File: src/rtl/encoder_8_to_3_rr.sv
// Registered round-robin 8-to-3 event encoder: rising edges on req are queued in a
// pending set and handed out one index per valid/ready handshake.
module encoder_8_to_3_rr #(
    parameter bit RR_EN = 1'b1
) (
    input  logic       clk,
    input  logic       rst_n,
    input  logic [7:0] req,
    input  logic       out_ready,
    output logic       out_valid,
    output logic [2:0] out_code,
    output logic [3:0] pend_cnt,
    output logic       ovf
);

    logic [7:0] req_q;
    logic [7:0] pending;
    logic [7:0] rise;
    logic [7:0] clr;
    logic [2:0] ptr;
    logic [2:0] base;
    logic [2:0] sel;
    logic       found;
    logic       load;
    logic       take;

    assign rise = req & ~req_q;
    assign load = !out_valid || out_ready;
    assign base = RR_EN ? ptr : 3'd0;

    // NOTE: every always_comb output gets a default first, so no path can infer a latch.
    always_comb begin
        sel   = 3'd0;
        found = 1'b0;
        for (int i = 0; i < 8; i++) begin
            if (!found && pending[base + 3'(i)]) begin
                sel   = base + 3'(i);
                found = 1'b1;
            end
        end
    end

    assign take = load && found;
    assign clr  = take ? (8'd1 << sel) : 8'd0;

    always_comb begin
        pend_cnt = 4'd0;
        for (int i = 0; i < 8; i++) begin
            pend_cnt = pend_cnt + 4'(pending[i]);
        end
    end

    // NOTE: sequential state uses non-blocking assignments only, so every register
    // samples the pre-edge values regardless of statement order.
    always_ff @(posedge clk) begin
        // Tracking req through reset keeps lines held high from producing an event.
        req_q <= req;
        if (!rst_n) begin
            pending   <= 8'd0;
            out_valid <= 1'b0;
            out_code  <= 3'd0;
            ptr       <= 3'd0;
            ovf       <= 1'b0;
        end else begin
            // A rise on the bit being handed out re-pends it: set wins over clear.
            pending <= (pending & ~clr) | rise;
            ovf     <= |(rise & pending & ~clr);
            if (load) begin
                out_valid <= found;
                if (found) begin
                    out_code <= sel;
                    ptr      <= sel + 3'd1;
                end
            end
        end
    end

endmodule

File: config.mk
export PLATFORM = sky130hd
export DESIGN_NAME = encoder_8_to_3_rr
export DESIGN_NICKNAME = d
export VERILOG_FILES = /design/src/rtl/encoder_8_to_3_rr.sv
export SDC_FILE = /design/constraint.sdc
export NUM_CORES = 1
export LEC_CHECK = 0
export BUFFER_PORTS_ARGS = -buffer_cell sky130_fd_sc_hd__buf_2
export CAP_MARGIN = 20
export CORE_MARGIN = 5
export CORE_UTILIZATION = 60
export CTS_CLUSTER_DIAMETER = 50
export CTS_CLUSTER_SIZE = 25
export DETAILED_ROUTE_END_ITERATION = 8
export PLACE_DENSITY = 0.81
export SLEW_MARGIN = 5
export SYNTH_ARGS = -nofsm -noshare
export SYNTH_HDL_FRONTEND = slang
export SYNTH_SLANG_ARGS = --single-unit
File: constraint.sdc
create_clock -name clk -period 5.45 [get_ports clk]
set_clock_uncertainty 0.15 [all_clocks]
set_input_delay 0.8175 -clock clk [delete_from_list [all_inputs] [get_ports clk]]
set_output_delay 0.8175 -clock clk [all_outputs]
set_load 0.05 [all_outputs]
-- Word level (Yosys, flattened, before mapping)
Index checks and enable logic that the tools add are counted.
Widths: inputs -> output; s select.
- add/sub/neg operators: 15
- magnitude comparators: 8
- shift-type cells: 1
- multiplexer cells: 33
- bitwise gates (word level): 7
- reduce and logical (&&, ||, !) cells: 19
- operator list (operator ; count):
    $and 8x8->8 ; 4
    $lt 3x4->1 const B ; 8
    $bmux 1 s3 ; 8
    $mux 3 ; 8
    $add 4x1->4 ; 4
    $mux 1 ; 16
    $not 8->8 ; 2
    $add 3x3->3 const B ; 4
    $logic_and 1x1->1 ; 8
    $logic_not 1->1 ; 8
    $mux 8 ; 1
    $or 8x8->8 ; 1
    $reduce_or 8->1 ; 1
    $shl 1x3->8 const A ; 1
    $add 3x1->3 const B ; 2
    $add 3x2->3 const B ; 2
    $add 3x1->4 ; 1
    $add 2x1->3 ; 1
    $add 1x1->2 ; 1
    $reduce_and 2->1 ; 1
    $logic_or 1x1->1 ; 1
- bits in registers: 24
- input port bits: 11
- output and inout port bits: 9
- word-level logic and storage cells: 89

-- Longest topological paths before layout
- depth after elaboration: 29
- depth in mapped cells: 20
- mapped depth without buffers: 17

-- Worst setup path before layout
OpenSTA, ideal clock, no wires.
- path kind: register -> register
- start: register ptr[1], in the netlist base[1]
- end: register ovf
- setup time: 0.120 ns
- arrival time: 4.619 ns
- data required time: 5.180 ns
- slack: 0.561 ns
- cell stages (with the launch flop): 18
- buffers on the path: 2
- clock period less this slack: 4.889 ns
- path through: dfxtp_1 buf_2 inv_1 ha_1 buf_6 mux2_1 mux4_2 o32ai_1 nand4_1 o221ai_1 a21oi_1 a211oi_1 ha_1 inv_1 a221o_1 o31a_1 a311o_1 o31a_1
- cells in the longest elaborated chain, start to end: 29
- elaborated cells on any way between the ends: 59
- classes of those cells: 7 x add/sub; 1 x shift; 33 x mux; 2 x bitwise; 16 x reduce/logical
- ends and longest elaborated chain (element ; RTL line ; RTL):
    from (decl) ; 20 ; logic [2:0] ptr;
    from (signal assigned) ; 72 ; ptr <= sel + 3'd1;
    parallel branches: the longest is 25 deep, another holds $add 3x1->3 ; -- ;
    $mux 8 (*) ; 44 ; assign clr = take ? (8'd1 << sel) : 8'd0;
    $not 8->8 (*) ; 67 ; ovf <= |(rise & pending & ~clr);
    $and 8x8->8 (*) ; 67 ;
    $reduce_or 8->1 (*) ; 67 ;
    to (signal assigned) ; 67 ;
    to (decl) ; 13 ; output logic ovf
Mark *: on every way between the ends. The select of a mux whose other input is x is not followed.
A chain may end at the register's enable or synchronous reset.

-- Worst setup path after layout
- start: register ptr[0], in the netlist base[0]
- end: register ovf
The elaborated chain is that of the path after synthesis.

==> impl_metrics.env <==
export IMPL_outcome="finished, final reports clean"
export IMPL_finalMaxSlewViolations=0
export IMPL_syn_nets=257
export IMPL_tritoncts="yes"
export IMPL_track_usage_pct=20.0
export IMPL_coreArea_sq_mm=0.00339
export IMPL_grt_pass1_wl_um=8030
export IMPL_tns_ns=0
export IMPL_worst_ep_arrival_time_ns=5.13
export IMPL_regToRegSetupSlack_ns=0.40
export IMPL_path_clk_slew_ns=0.13
export IMPL_drtPass1Iterations=4
export IMPL_synth_edf_count=0
export IMPL_hold_viol=0
export IMPL_grt_overflow=0
export IMPL_cp_depth=16
export IMPL_ios=20
export IMPL_cts_max_level=1
export IMPL_drt_vias_per_instance=6.24
export IMPL_initial_utilization_pct=63.0
export IMPL_r2r_end="ovf$_SDFF_PN0_"
export IMPL_remaining_drc_errors=0
export IMPL_post_cts_buffers=0
export IMPL_rows=21
export IMPL_tightest_slew_ns=0.683
export IMPL_critPathSlowestCell="ha_1"
export IMPL_fp_dieH_um=69.6
export IMPL_cts_buffer_depth=2
export IMPL_clock_sinks=24
export IMPL_yosys_top_cells_count="dfxtp_1, inv_1, a21oi_1, nand2_1"
export IMPL_grt_pass1_vias=1760
export IMPL_cts_buffers=3
export IMPL_timing_fmax_mhz=198
export IMPL_cts_root_buf="clkbuf_4"
export IMPL_crit_path_cell_trace="inv_2, ha_1, mux2_1, mux4_2, o32ai_1, buf_4, nand4_1, o221ai_1, a21oi_1, a211oi_1, ha_1, inv_1, a221o_1, o31a_1, a311o_1, o31a_1"
export IMPL_syn_inst=232
export IMPL_die_area_sq_mm=0.00485
export IMPL_hp_start="out_code[0]$_SDFFE_PN0N_"
export IMPL_timing_rr_start="base[0]$_SDFFE_PN0N_"
export IMPL_rsz0062_at_grt="false"
export IMPL_synth_largest_area_cell="dfxtp_1"
export IMPL_nets=275
export IMPL_synth_area_leaders="dfxtp_1, mux4_2, ha_1"
export IMPL_die_x_um=69.6
export IMPL_detail_route_wl_per_cell_um=15.9
export IMPL_clkLatencyLatePin_ns=0.32
export IMPL_detail_route_antenna_nets=0
export IMPL_cts_resized=0
export IMPL_cp_num_buf_inv=3
export IMPL_synth_seq_cells=24
export IMPL_areaGrowthSynthToFinish_pct=8.62
export IMPL_max_cap_violations=0
export IMPL_hold_path_depth=2
export IMPL_syn_cell_area_sq_mm=0.00213
export IMPL_yosys_area_top_type_share_pct=22.5
export IMPL_max_slew_margin_pct=54.2
export IMPL_postSynth_asyncResetShare_pct=0
export IMPL_ys_flop_type="dfxtp_1"
export IMPL_path_delay_family="compound AO/OA/AOI/OAI gates"
export IMPL_path_class="flop to flop"
export IMPL_setup_viol=0
export IMPL_min_period_ns=5.05
export IMPL_dp_hpwl_um=3640
export IMPL_drtIter0Drc=179
export IMPL_ys_seq_area_share_pct=22.5
export IMPL_grt_antenna_before_repair=0
export IMPL_cts_hold_buf=0
export IMPL_min_period_over_period_pct=92.6
export IMPL_critPathMaxStageDelay_ns=0.65
export IMPL_required_ns=5.53
export IMPL_min_path_type="flop to flop"
export IMPL_ys_types=50
export IMPL_synth_most_common_cell="dfxtp_1"
export IMPL_hold_end="out_code[0]$_SDFFE_PN0N_"
export IMPL_grt_max_degree=20
export IMPL_syn_avg_cell_area_sq_um=9.20
export IMPL_worst_setup_path_start_kind="flop"
export IMPL_cp_end_kind="flop"
export IMPL_drive_above_1_share_pct=22.5
export IMPL_num_vias=1841
export IMPL_finalWeightedCongestion=0.908
export IMPL_antennaDiodeCount=0
export IMPL_port_buffers=19
export IMPL_rr_worst_depth=16
export IMPL_yosys_warnings=0
export IMPL_path_max_fanout=15
export IMPL_wl_um=4700
## flip-flops by register name, summed over array words and instances, names as in the netlist
| name | count |
|---|---|
| ovf | 1 |
| pending | 8 |
| out_code | 3 |
| base | 3 |
| out_valid | 1 |
| req_q | 8 |
## layer usage
layer	wire (um)	vias up	global-route usage, %	part of all wire [%]
li1	-	896	-	-
met1	2130	860	27.8	45
met2	2210	78	32.0	47
met3	323	7	3.48	6.9
met4	35	0	5.11	0.74
met5	0	-	0	0
## kinds of logic (layout without fill, tap and decap cells)
| kind of cell | Yosys count | in the layout | share of synthesized area (%) |
|---|---|---|---|
| compound gates | 61 | 61 | 20.2 |
| xor+xnor | 4 | 4 | 1.64 |
| fa+ha+maj | 14 | 14 | 9.61 |
| buf+inv | 30 | 47 | 5.92 |
| flops | 24 | 24 | 22.5 |
| mux | 29 | 29 | 22.1 |
| simple gates | 70 | 70 | 18.0 |
## per-stage QoR
step | hold WS [ns] | setup slack (ns) | cells | instance area (sq um) | utilization [%]
global placement | 0.305 | 0.582 | 291 | 2270 | 66.9
global route | 0.351 | 0.129 | 295 | 2320 | 68.4
floorplan | 0.335 | 0.561 | 232 | 2130 | -
finish | 0.323 | 0.402 | 295 | 2320 | 68.4
detailed placement | 0.309 | 0.480 | 291 | 2270 | 66.9
CTS | 0.329 | 0.455 | 295 | 2320 | 68.4
## worst reg2reg max path: cells and delay by family (launching register included)
| kind | cells | cell delay, ns |
|---|---|---|
| buffers and inverters | 3 | 0.33 |
| AND/OR/NAND/NOR | 1 | 0.13 |
| multiplexers | 2 | 0.90 |
| adder cells (fa/ha/maj) | 2 | 0.95 |
| AO/OA/AOI/OAI | 8 | 2.15 |
| flip-flops | 1 | 0.37 |
## worst max path at each step
stage / startpoint / to / slack, ns
CTS: base[0]$_SDFFE_PN0N_ / ovf$_SDFF_PN0_ / 0.46
global placement: base[0]$_SDFFE_PN0N_ / ovf$_SDFF_PN0_ / 0.58
detailed placement: base[0]$_SDFFE_PN0N_ / ovf$_SDFF_PN0_ / 0.48
finish: base[0]$_SDFFE_PN0N_ / ovf$_SDFF_PN0_ / 0.40
global route: base[1]$_SDFFE_PN0N_ / ovf$_SDFF_PN0_ / 0.13
floorplan: base[1]$_SDFFE_PN0N_ / ovf$_SDFF_PN0_ / 0.56
## cells in the final DEF (no fill, tap or decap), types with 4 or more instances in the layout
cell type	instances
a21boi_0	6
a21oi_1	17
and2_1	4
buf_2	19
buf_4	4
dfxtp_1	24
fa_1	4
ha_1	10
inv_1	19
mux2_2	8
mux2i_1	4
mux4_2	13
nand2_1	17
nand2b_1	6
nand4_1	4
nor2_1	8
nor2b_1	13
nor3_1	8
o21a_1	4
o22ai_1	4
o31a_1	4
o31ai_1	4
## area by class of cell
type / instances / area [sq um]
inverters: 20 / 75.1
clock inverters: 1 / 30.0
multi-input cells: 178 / 1530
repair buffers: 23 / 125
fillers: 270 / 1070
clock buffers: 3 / 22.5
well taps: 46 / 57.6
flip-flops and latches: 24 / 480
Power is not shown: default switching activity piles up to over one toggle a cycle in this logic, so the estimate is an artifact.
